$ cat src/rtl/note_detector_pkg.sv
// Shared note codes, tone frequencies and detector types.
// The frequency table matches the one the tone generator uses.
package note_detector_pkg;

    localparam int NUM_NOTES = 7;
    localparam int CNT_W     = 20;

    typedef enum logic [2:0] {
        NOTE_A    = 3'd0,
        NOTE_B    = 3'd1,
        NOTE_C    = 3'd2,
        NOTE_D    = 3'd3,
        NOTE_E    = 3'd4,
        NOTE_F    = 3'd5,
        NOTE_G    = 3'd6,
        NOTE_NONE = 3'd7
    } note_e;

    typedef enum logic {
        SILENT = 1'b0,
        TRACK  = 1'b1
    } det_state_e;

    function automatic int note_freq(int k);
        unique case (k)
            0:       return 220;
            1:       return 247;
            2:       return 261;
            3:       return 294;
            4:       return 330;
            5:       return 349;
            default: return 392;
        endcase
    endfunction

    function automatic int half_period(int clk_hz, int k);
        return clk_hz / note_freq(k) / 2;
    endfunction

endpackage

$ cat src/rtl/note_detector_if.sv
// Tone receive bundle: square wave in, decoded note and
// measurement out.
interface note_detector_if;
    import note_detector_pkg::*;

    logic               soundWave;
    note_e              note;
    logic               noteValid;
    logic               noteChange;
    logic [CNT_W-1:0]   halfPeriod;

    modport master (
        output soundWave,
        input  note,
        input  noteValid,
        input  noteChange,
        input  halfPeriod
    );

    modport slave (
        input  soundWave,
        output note,
        output noteValid,
        output noteChange,
        output halfPeriod
    );

endinterface

$ cat src/rtl/note_classifier.sv
// Maps a measured half-period to a note code by window compare.
// Windows are disjoint, so at most one note can match.
module note_classifier
    import note_detector_pkg::*;
#(
    parameter int CLK_HZ     = 50_000_000,
    parameter int TOL_CYCLES = 2000
) (
    input  logic [CNT_W-1:0] meas,
    output note_e            cls
);

    localparam int PAD = 32 - CNT_W;

    int m;
    assign m = {{PAD{1'b0}}, meas};

    function automatic logic in_win(int v, int h);
        return (v >= h - TOL_CYCLES) && (v <= h + TOL_CYCLES);
    endfunction

    always_comb begin
        cls = NOTE_NONE;
        for (int k = 0; k < NUM_NOTES; k++) begin
            if (in_win(m, half_period(CLK_HZ, k)))
                cls = note_e'(3'(k));
        end
    end

endmodule

$ cat src/rtl/note_detector.sv
// Measures square-wave half-periods, classifies them and holds
// a debounced note code with timeout back to none.
module note_detector
    import note_detector_pkg::*;
#(
    parameter int CLK_HZ       = 50_000_000,
    parameter int TOL_CYCLES   = 2000,
    parameter int STABLE_COUNT = 4,
    parameter int TIMEOUT      = 250_000
) (
    input  logic            clk,
    input  logic            reset,
    note_detector_if.slave  tone
);

    localparam int MW = $clog2(STABLE_COUNT + 1);
    localparam logic [CNT_W-1:0] CNT_MAX = '1;
    localparam logic [CNT_W-1:0] TMO     = CNT_W'(TIMEOUT);
    localparam logic [MW-1:0]    STAB    = MW'(STABLE_COUNT);

    logic             sync1, sync2, sync3;
    logic             tog;
    logic [CNT_W-1:0] cnt, cnt_n;
    det_state_e       state, state_n;
    note_e            cand, cand_n;
    logic [MW-1:0]    mc, mc_n;
    note_e            note_q, note_n;
    logic             valid_q;
    logic             chg_q, chg_n;
    logic [CNT_W-1:0] hp_q, hp_n;
    note_e            cls;

    assign tog = sync2 != sync3;

    note_classifier #(
        .CLK_HZ     (CLK_HZ),
        .TOL_CYCLES (TOL_CYCLES)
    ) u_cls (
        .meas (cnt),
        .cls  (cls)
    );

    always_comb begin
        state_n = state;
        cand_n  = cand;
        mc_n    = mc;
        note_n  = note_q;
        chg_n   = 1'b0;
        hp_n    = hp_q;
        if (tog)
            cnt_n = CNT_W'(1);
        else if (cnt == CNT_MAX)
            cnt_n = cnt;
        else
            cnt_n = cnt + CNT_W'(1);

        unique case (state)
            SILENT: begin
                if (tog)
                    state_n = TRACK;
            end
            TRACK: begin
                if (tog) begin
                    hp_n = cnt;
                    if (cls == cand) begin
                        if (mc != STAB)
                            mc_n = mc + MW'(1);
                    end else begin
                        cand_n = cls;
                        mc_n   = MW'(1);
                    end
                    if (mc_n == STAB && cand_n != note_q) begin
                        note_n = cand_n;
                        chg_n  = 1'b1;
                    end
                end else if (cnt >= TMO) begin
                    // silence: forget any partial lock
                    state_n = SILENT;
                    note_n  = NOTE_NONE;
                    chg_n   = note_q != NOTE_NONE;
                    cand_n  = NOTE_NONE;
                    mc_n    = '0;
                end
            end
            default: state_n = SILENT;
        endcase
    end

    always_ff @(posedge clk) begin
        if (reset) begin
            sync1   <= 1'b0;
            sync2   <= 1'b0;
            sync3   <= 1'b0;
            cnt     <= '0;
            state   <= SILENT;
            cand    <= NOTE_NONE;
            mc      <= '0;
            note_q  <= NOTE_NONE;
            valid_q <= 1'b0;
            chg_q   <= 1'b0;
            hp_q    <= '0;
        end else begin
            sync1   <= tone.soundWave;
            sync2   <= sync1;
            sync3   <= sync2;
            cnt     <= cnt_n;
            state   <= state_n;
            cand    <= cand_n;
            mc      <= mc_n;
            note_q  <= note_n;
            valid_q <= note_n != NOTE_NONE;
            chg_q   <= chg_n;
            hp_q    <= hp_n;
        end
    end

    assign tone.note       = note_q;
    assign tone.noteValid  = valid_q;
    assign tone.noteChange = chg_q;
    assign tone.halfPeriod = hp_q;

endmodule

$ cat src/flat_wrapper.sv
// flat-port wrapper written by rule: the top's interface ports become plain ports
module note_detector_flat import note_detector_pkg::*;
#(
    parameter int CLK_HZ       = 50_000_000,
    parameter int TOL_CYCLES   = 2000,
    parameter int STABLE_COUNT = 4,
    parameter int TIMEOUT      = 250_000
)
  (clk, reset, tone_soundWave, tone_note, tone_noteValid, tone_noteChange, tone_halfPeriod);
  note_detector_if tone_i ();
  input  logic clk;
  input  logic reset;
  input wire logic [$bits(tone_i.soundWave)-1:0] tone_soundWave;
  output wire logic [$bits(tone_i.note)-1:0] tone_note;
  output wire logic [$bits(tone_i.noteValid)-1:0] tone_noteValid;
  output wire logic [$bits(tone_i.noteChange)-1:0] tone_noteChange;
  output wire logic [$bits(tone_i.halfPeriod)-1:0] tone_halfPeriod;
  assign tone_i.soundWave = tone_soundWave;
  assign tone_note = tone_i.note;
  assign tone_noteValid = tone_i.noteValid;
  assign tone_noteChange = tone_i.noteChange;
  assign tone_halfPeriod = tone_i.halfPeriod;
  note_detector #(.CLK_HZ(CLK_HZ), .TOL_CYCLES(TOL_CYCLES), .STABLE_COUNT(STABLE_COUNT), .TIMEOUT(TIMEOUT)) u_core (.clk(clk), .reset(reset), .tone(tone_i));
endmodule
$ cat config.mk
export PLATFORM = sky130hd
export DESIGN_NAME = note_detector_flat
export DESIGN_NICKNAME = d
export VERILOG_FILES = /design/src/rtl/note_detector_pkg.sv /design/src/rtl/note_detector_if.sv /design/src/rtl/note_classifier.sv /design/src/rtl/note_detector.sv /design/src/flat_wrapper.sv
export SDC_FILE = /design/constraint.sdc
export NUM_CORES = 1
export LEC_CHECK = 0
export CAP_MARGIN = 20
export CORE_UTILIZATION = 33
export CTS_BUF_LIST = sky130_fd_sc_hd__clkbuf_4
export CTS_CLUSTER_DIAMETER = 100
export DETAILED_ROUTE_END_ITERATION = 10
export GPL_ROUTABILITY_DRIVEN = 0
export PLACE_DENSITY = 0.55
export SYNTH_ARGS = -nofsm -noshare
export SYNTH_HDL_FRONTEND = slang
export SYNTH_HIERARCHICAL = 1
export SYNTH_SLANG_ARGS = --single-unit
$ cat constraint.sdc
create_clock -name clk -period 3.5 [get_ports clk]
set_input_delay 0.35 -clock clk [delete_from_list [all_inputs] [get_ports clk]]
set_output_delay 0.35 -clock clk [all_outputs]
set_load 0.005 [all_outputs]
==> out/metrics.cfg, run 1 <==
[place]
port_buffers = 27
dp.cells = 562
place_hpwl_um = 6246

[setup_path]
cp_data_required_time_ns = 3.82
cp-end-kind = flip-flop
r2r_slack_ns = 0.32
worst_setup_path_start_kind = flip-flop
timing.rr.start = u_core/cnt[12]
rr_endpoint = u_core/tone.noteValid
reg2regPathDepth = 11
crit_type = flip-flop to flip-flop
cp.arrival_ns = 3.50
cp_max_fo = 7
cp-endpoint = u_core/tone.noteValid
crit_start = u_core/cnt[12]

[synth]
synth_compound_area_frac = 0.1955
async_reset_ff_frac = 0
synth_ff_type = dfxtp_1
synth-xor-area-share = 0.06503
yosys.area_share.simple = 0.3244
synth_adder_area_share = 0.01558
yosysTopAreaCell = dfxtp_1
synthTopCellsByCount = nand2_1, dfxtp_1, a21oi_1, nor2_1
syn_area_per_cell_um2 = 7.856
syn_inst = 409
ys_seq_area_frac = 0.3427
yosysWarnings = 6
synth_cell_types = 72
netlist_area_um2 = 3213
synth_top_family_by_area = simple AND/OR/NAND/NOR gates
synth-seq-cells = 55
synth_fp_nets = 416
synth_edf_count = 0
yosys.area.top_type_share = 0.3427
synthTopCellsByArea = dfxtp_1, nand2_1, a21oi_1
yosys-mux-area-fraction = 0
yosysMostFrequentCell = nand2_1

[cts]
post_cts_buffers = 0
cts_tree = built
clock-sinks = 55
cts_made_buffers = 5
path_clk_slew_ns = 0.18
ctsHtreeMaxLevel = 2
clockBufferDepth = 2
cts_root_buf = clkbuf_4
clock_latency_ns = 0.39

[global_routing]
grt_use_total = 0.1766
grt_start_max_net_pins = 39
grt_pass1_vias = 2875
antenna_found_initial = 0
grt_pass1_wl_um = 14270
grt_overflow = 0

[floorplan]
coreArea_um2 = 9328
io_pins = 28
rows = 35
die_h_um = 100.7
initial_core_util = 0.3445
die_w_um = 100.7
fp.dieArea_um2 = 10140

[sta]
setup_tns_ns = 0
max_slew.worst_pin.slew_ns = 0.7221
rsz0062_at_grt = no
fmax_mhz = 314.1
hold_viol = 0
period_minus_slack_ns = 3.183
drv_slew = 0
timing.final.crit_share = 0.9095
slew_headroom = 0.5186
finalSetupViolations = 0
holdWs_ns = 0.4592
finClkSkew_ns = 0.02106

[layout]
area_growth_pct = 18.03
diodes = 0
layout-drive-gt1-share = 0.1156
nets = 447
finalNonFillerCells = 570
multi_input_area_um2 = 1976
num-fill-cells = 966
seqCellArea_um2 = 1102

[routing]
viasPerCell = 5.433
detail-route-antenna-nets = 0
num_vias = 3097
drt-pass1-iter-count = 5
avgRoutedWirePerCell_um = 15.24
finalWirelength_um = 8684
drtIter0Drc = 283
drcViolationCount = 0

[run_status]
status = complete, no violations

[hold_path]
min_from = u_core/sync1
hp-class = flip-flop to flip-flop

[power_and_ir_drop]
p_per_area_nw_per_um2 = 263.3
leakagePower_uw = 0.001325
ir_worst_vdd_uv = 250.1

[job]
drv_cap = 0

## timing repair
action	in CTS	in global routing
setup endpoints to repair	0	5
hold endpoints to repair	0	0
hold buffers	0	0
gates resized for setup	0	7
## logic make-up after synthesis
| family | count (synthesis) |
|---|---|
| and+or+nand+nor | 197 |
| AOI/OAI and AO/OA | 94 |
| DFF | 55 |
| buffers and inverters | 36 |
| xor gates and xnor gates | 23 |
| adders and majority gates | 4 |
## cell usage in the layout, fill, tap and decap left out, drive strengths merged, types with 3 or more instances in the layout
| master | synthesis | layout |
|---|---|---|
| nand4b | 3 | 3 |
| nand2b | 8 | 8 |
| clkdlybuf4s50 | 0 | 27 |
| a211oi | 4 | 4 |
| a21boi | 3 | 3 |
| dfxtp | 55 | 55 |
| o21bai | 3 | 3 |
| and4 | 4 | 4 |
| inv | 7 | 8 |
| and2 | 6 | 6 |
| nor3 | 19 | 19 |
| nand4 | 8 | 8 |
| xor2 | 19 | 19 |
| nand2 | 60 | 60 |
| o21ai | 14 | 14 |
| a21oi | 34 | 34 |
| ha | 4 | 4 |
| xnor2 | 4 | 4 |
| nor4 | 8 | 8 |
| nor2 | 33 | 33 |
| or3 | 4 | 4 |
| nand3 | 18 | 18 |
| clkbuf | 14 | 5 |
| and3 | 5 | 5 |
| a31oi | 9 | 9 |
| or2 | 4 | 4 |
| buf | 15 | 26 |
| nor2b | 3 | 3 |
| nor4b | 3 | 3 |
## how the worst min path moves through the flow
stage / to / depth (start not counted)
2_1_floorplan: u_core/sync2 / 1
3_3_place_gp: u_core/sync2 / 1
3_5_place_dp: u_core/sync2 / 1
4_1_cts: u_core/sync2 / 1
5_1_grt: u_core/sync2 / 1
6_report: u_core/sync2 / 1
## flip-flops by register name, indices dropped and copies added, names as in the netlist
name,count
u_core/sync2,1
u_core/sync3,1
u_core/cand,3
u_core/tone.halfPeriod,20
u_core/state,1
u_core/tone.noteValid,1
u_core/tone.noteChange,1
u_core/mc,3
u_core/cnt,20
u_core/tone.note,3
u_core/sync1,1
## final cells by class
| cell class | count | area share |
|---|---|---|
| Clock buffer | 5 | 0.009898 |
| Clock inverter | 3 | 0.006269 |
| Inverter | 7 | 0.006928 |
| Multi-Input combinational cell | 318 | 0.5209 |
| Sequential cell | 55 | 0.2907 |
| Tap cell | 129 | 0.04256 |
| Timing Repair Buffer | 53 | 0.1227 |
## metrics by stage
stage | setup slack (ns) | total power (µW) | cell area (µm²) | utilization
CTS | 0.1107 | 1014 | 3745 | 0.4015
global route | 0.04959 | 1045 | 3792 | 0.4066
floorplan | 0.3940 | 691.6 | 3213 | -
finish | 0.3168 | 998.6 | 3792 | 0.4066
global placement | 0.2804 | 706.6 | 3684 | 0.3949
detailed placement | 0.1851 | 708.2 | 3684 | 0.3949
## metal layers
metal  GRT usage  vias to the layer above  part of all wire
met5           0                        -                 0
met4     0.07915                        0             0.028
met3     0.02635                       23             0.048
met2      0.2819                      114              0.45
met1      0.2358                     1440              0.47
li1            -                     1520                 -
## where the power goes
group / internal (µW) / switching (µW) / total, µW
Sequential: 632 / 12.4 / 645
Combinational: 18.9 / 32.5 / 51.4
Clock: 82.6 / 220 / 302
## critical path, stage by stage, from the launching register on
cell and delay, ns:
dfxtp_1 0.42, or4_1 0.59, o21ba_1 0.25, o21ai_1 0.09, a32oi_4 0.36, nor4_2 0.14, xor2_1 0.18, nor3_2 0.24
o21ai_1 0.16, or3_1 0.38, a21o_1 0.17, a31oi_1 0.14
Note: power is estimated with default switching activity, not from simulation.
==> run 2, diff against run 1 <==
--- a/config.mk
+++ b/config.mk
@@ -11,8 +11,7 @@
 export CTS_CLUSTER_DIAMETER = 100
 export DETAILED_ROUTE_END_ITERATION = 10
 export GPL_ROUTABILITY_DRIVEN = 0
-export PLACE_DENSITY = 0.55
+export PLACE_DENSITY = 0.54
 export SYNTH_ARGS = -nofsm -noshare
 export SYNTH_HDL_FRONTEND = slang
-export SYNTH_HIERARCHICAL = 1
 export SYNTH_SLANG_ARGS = --single-unit
==> constraint.sdc (replaced) <==
create_clock -name clk -period 3.5 [get_ports clk]
set_input_delay 0.7 -clock clk [delete_from_list [all_inputs] [get_ports clk]]
set_output_delay 0.7 -clock clk [all_outputs]
set_load 0.005 [all_outputs]
==> out/metrics.cfg, run 2 <==
[setup_path]
cp_data_required_time_ns = 3.81  ; about the same
crit_buf_inv = 2  ; +2
crit_slowest_cell = dfxtp_1
cp_max_fo = 8  ; +1
cp_cell_sequence = inv_1 -> ha_1 -> buf_4 -> nor4_1 -> o21bai_1 -> and4b_1 -> o31ai_1 -> nand4_2 -> a211oi_4 -> mux2_1 -> a41oi_1
worst_setup_path_start_kind = flip-flop
crit_type = flip-flop to flip-flop
slowest_delay_ns = 0.48  ; -0.11 ns
cp.arrival_ns = 3.61  ; +0.11 ns
cp_top_family = compound AO/OA/AOI/OAI gates
cp-end-kind = flip-flop

[cts]
cts_made_buffers = 5  ; unchanged
cts_tree = built
ctsHtreeMaxLevel = 2  ; unchanged
clock-sinks = 55  ; unchanged
post_cts_buffers = 0  ; unchanged
cts_root_buf = clkbuf_4
clockBufferDepth = 2  ; unchanged
path_clk_slew_ns = 0.16  ; -0.02 ns
clock_latency_ns = 0.38  ; about the same

[synth]
synth_cell_types = 62  ; -14%
yosysTopAreaCell = dfxtp_1
synthTopCellsByArea = dfxtp_1, nand2_1, a21oi_1
synth_edf_count = 0  ; unchanged
synthTopCellsByCount = nand2_1, dfxtp_1, nor2_1, a21oi_1, clkbuf_1
syn_area_per_cell_um2 = 7.422  ; -5.5%
yosysMostFrequentCell = nand2_1
yosysWarnings = 0  ; -6
syn_inst = 442  ; +8.1%
yosys.area.top_type_share = 0.3356  ; -0.007057
synth_fp_nets = 450  ; +8.2%
synth_ff_type = dfxtp_1
synth-seq-cells = 55  ; unchanged
async_reset_ff_frac = 0  ; unchanged
ys_seq_area_frac = 0.3356  ; -0.007057
netlist_area_um2 = 3281  ; +2.1%

[power_and_ir_drop]
clkPwrFrac = 0.337  ; +0.034
combPwrFrac = 0.062  ; +0.011
switching_power_uw = 260.1  ; -1.8%
power.share.sequential = 0.601  ; -0.045
p_per_area_nw_per_um2 = 274.3  ; +4.2%
leakagePower_uw = 0.001342  ; +1.3%
ir_worst_vdd_uv = 139.1  ; -44%
internal-power_uw = 802.0  ; +9.3%
p_sw_frac = 0.2449  ; -0.02022

[layout]
seqCellArea_um2 = 1101  ; -0.11%
multi_input_area_um2 = 2011  ; +1.8%
num-fill-cells = 1023  ; +5.9%
final_common_cell = nand2_1
nets = 476  ; +6.5%
area_growth_pct = 18.00  ; about the same
layout-drive-gt1-share = 0.1004  ; -0.01522
diodes = 0  ; unchanged
final_cell_mix = nand2_1, dfxtp_1, nor2_1, a21oi_1, buf_4

[sta]
timing.final.crit_share = 0.9410  ; +0.03152
hold_viol = 0  ; unchanged
period_minus_slack_ns = 3.294  ; +0.1103 ns
finalSetupViolations = 0  ; unchanged
drv_slew = 0  ; unchanged
max_slew.worst_pin.slew_ns = 0.7897  ; +0.06765 ns
slew_headroom = 0.4735  ; -0.04510
setup_tns_ns = 0  ; unchanged
finClkSkew_ns = 0.01120  ; -0.009863 ns
fmax_mhz = 303.6  ; -3.3%
holdWs_ns = 0.4583  ; -0.0009050 ns
rsz0062_at_grt = yes

[routing]
viasPerCell = 5.547  ; +2.1%
detail-route-antenna-nets = 0  ; unchanged
num_vias = 3334  ; +7.7%
finalWirelength_um = 9400  ; +8.2%
drt-pass1-iter-count = 5  ; unchanged
avgRoutedWirePerCell_um = 15.64  ; +2.7%
drcViolationCount = 0  ; unchanged
drtIter0Drc = 277  ; -2.1%

[place]
port_buffers = 27  ; unchanged
place_hpwl_um = 7053  ; +13%

[floorplan]
die_w_um = 101.7  ; +1.0%
io_pins = 28  ; unchanged
fp.dieArea_um2 = 10340  ; +2.1%
coreArea_um2 = 9684  ; +3.8%
die_h_um = 101.7  ; +1.0%
rows = 36  ; +2.9%
initial_core_util = 0.3388  ; -0.005707

[global_routing]
grt_use_total = 0.1867  ; +0.01004
grt_start_max_net_pins = 37  ; -5.1%
grt_pass1_wl_um = 15210  ; +6.6%
antenna_found_initial = 0  ; unchanged
grt_pass1_vias = 3047  ; +6.0%
grt_overflow = 0  ; unchanged

[job]
drv_cap = 0  ; unchanged

[hold_path]
hp-class = flip-flop to flip-flop

[run_status]
status = complete, no violations

-- run 2: cell types whose count changed in the layout (fill, tap and decap cells not counted), moves of 4 or more --
cell | previous run | this run
nor2_1 | 33 | 45
and2_1 | 5 | 1
o31ai_1 | 0 | 6
a211oi_1 | 4 | 0
nand2_1 | 59 | 70
xor2_1 | 18 | 11
or4_1 | 1 | 5
o21ai_1 | 5 | 1
nor4_1 | 4 | 16
a21oi_1 | 34 | 38
-- run 2: final timing paths --
path	from	cells past startpoint	slack, ns	end
worst max-delay path	u_core.cnt[1]	11	0.21	u_core.tone.noteValid
worst min-delay path	u_core.sync1	1	0.46	u_core.sync2
worst max register to register	u_core.cnt[1]	11	0.21	u_core.tone.noteValid
worst min register to register	u_core.sync1	1	0.46	u_core.sync2
-- run 2: what timing repair did --
| action | CTS | global route |
|---|---|---|
| hold buffers | 0 | 0 |
| endpoints found under the setup margin | 0 | 3 |
| gates resized for setup | 0 | 3 |
-- run 2: power groups by stage --
| stage | Combinational (µW) | Clock [µW] | Sequential, µW |
|---|---|---|---|
| floorplan | 43.4 | 0 | 651 |
| global placement | 65.1 | 0 | 651 |
| detailed placement | 65.2 | 0 | 652 |
| CTS | 65.5 | 372 | 639 |
| global route | 71.1 | 390 | 640 |
| finish | 65.9 | 358 | 639 |
-- run 2: kinds of logic after synthesis --
| family | after synthesis | synth area share |
|---|---|---|
| and+or+nand+nor | 222 | 0.3436 |
| AOI/OAI and AO/OA | 94 | 0.1880 |
| DFF | 55 | 0.3356 |
| xor gates and xnor gates | 18 | 0.04805 |
| buffers and inverters | 45 | 0.05607 |
| adders and majority gates | 5 | 0.01907 |
| muxes | 3 | 0.009535 |
-- run 2: layout make-up --
class	count	share of cell area
Timing Repair Buffer	56	0.1261
Clock inverter	2	0.009696
Inverter	8	0.007757
Multi-Input combinational cell	342	0.5194
Tap cell	133	0.04299
Sequential cell	55	0.2844
Clock buffer	5	0.009696
-- run 2: through the flow --
| step | setup slack, ns | area (µm²) | utilization | total power, µW | cells |
|---|---|---|---|---|---|
| 6_report | 0.2065 | 3871 | 0.3997 | 1062 | 601 |
| 5_1_grt | -0.01622 | 3871 | 0.3997 | 1102 | 601 |
| 3_3_place_gp | 0.2874 | 3781 | 0.3904 | 716.3 | 594 |
| 3_5_place_dp | 0.1934 | 3781 | 0.3904 | 717.0 | 594 |
| 4_1_cts | 0.1383 | 3856 | 0.3982 | 1076 | 601 |
| 2_1_floorplan | 0.3679 | 3281 | - | 694.3 | 442 |
-- run 2: per-layer routing --
metal	track usage	part of all wire	routed length [µm]
met4	0.05686	0.022	204
met1	0.2469	0.46	4366
met2	0.3129	0.46	4346
met5	0	0	0
met3	0.02692	0.051	483
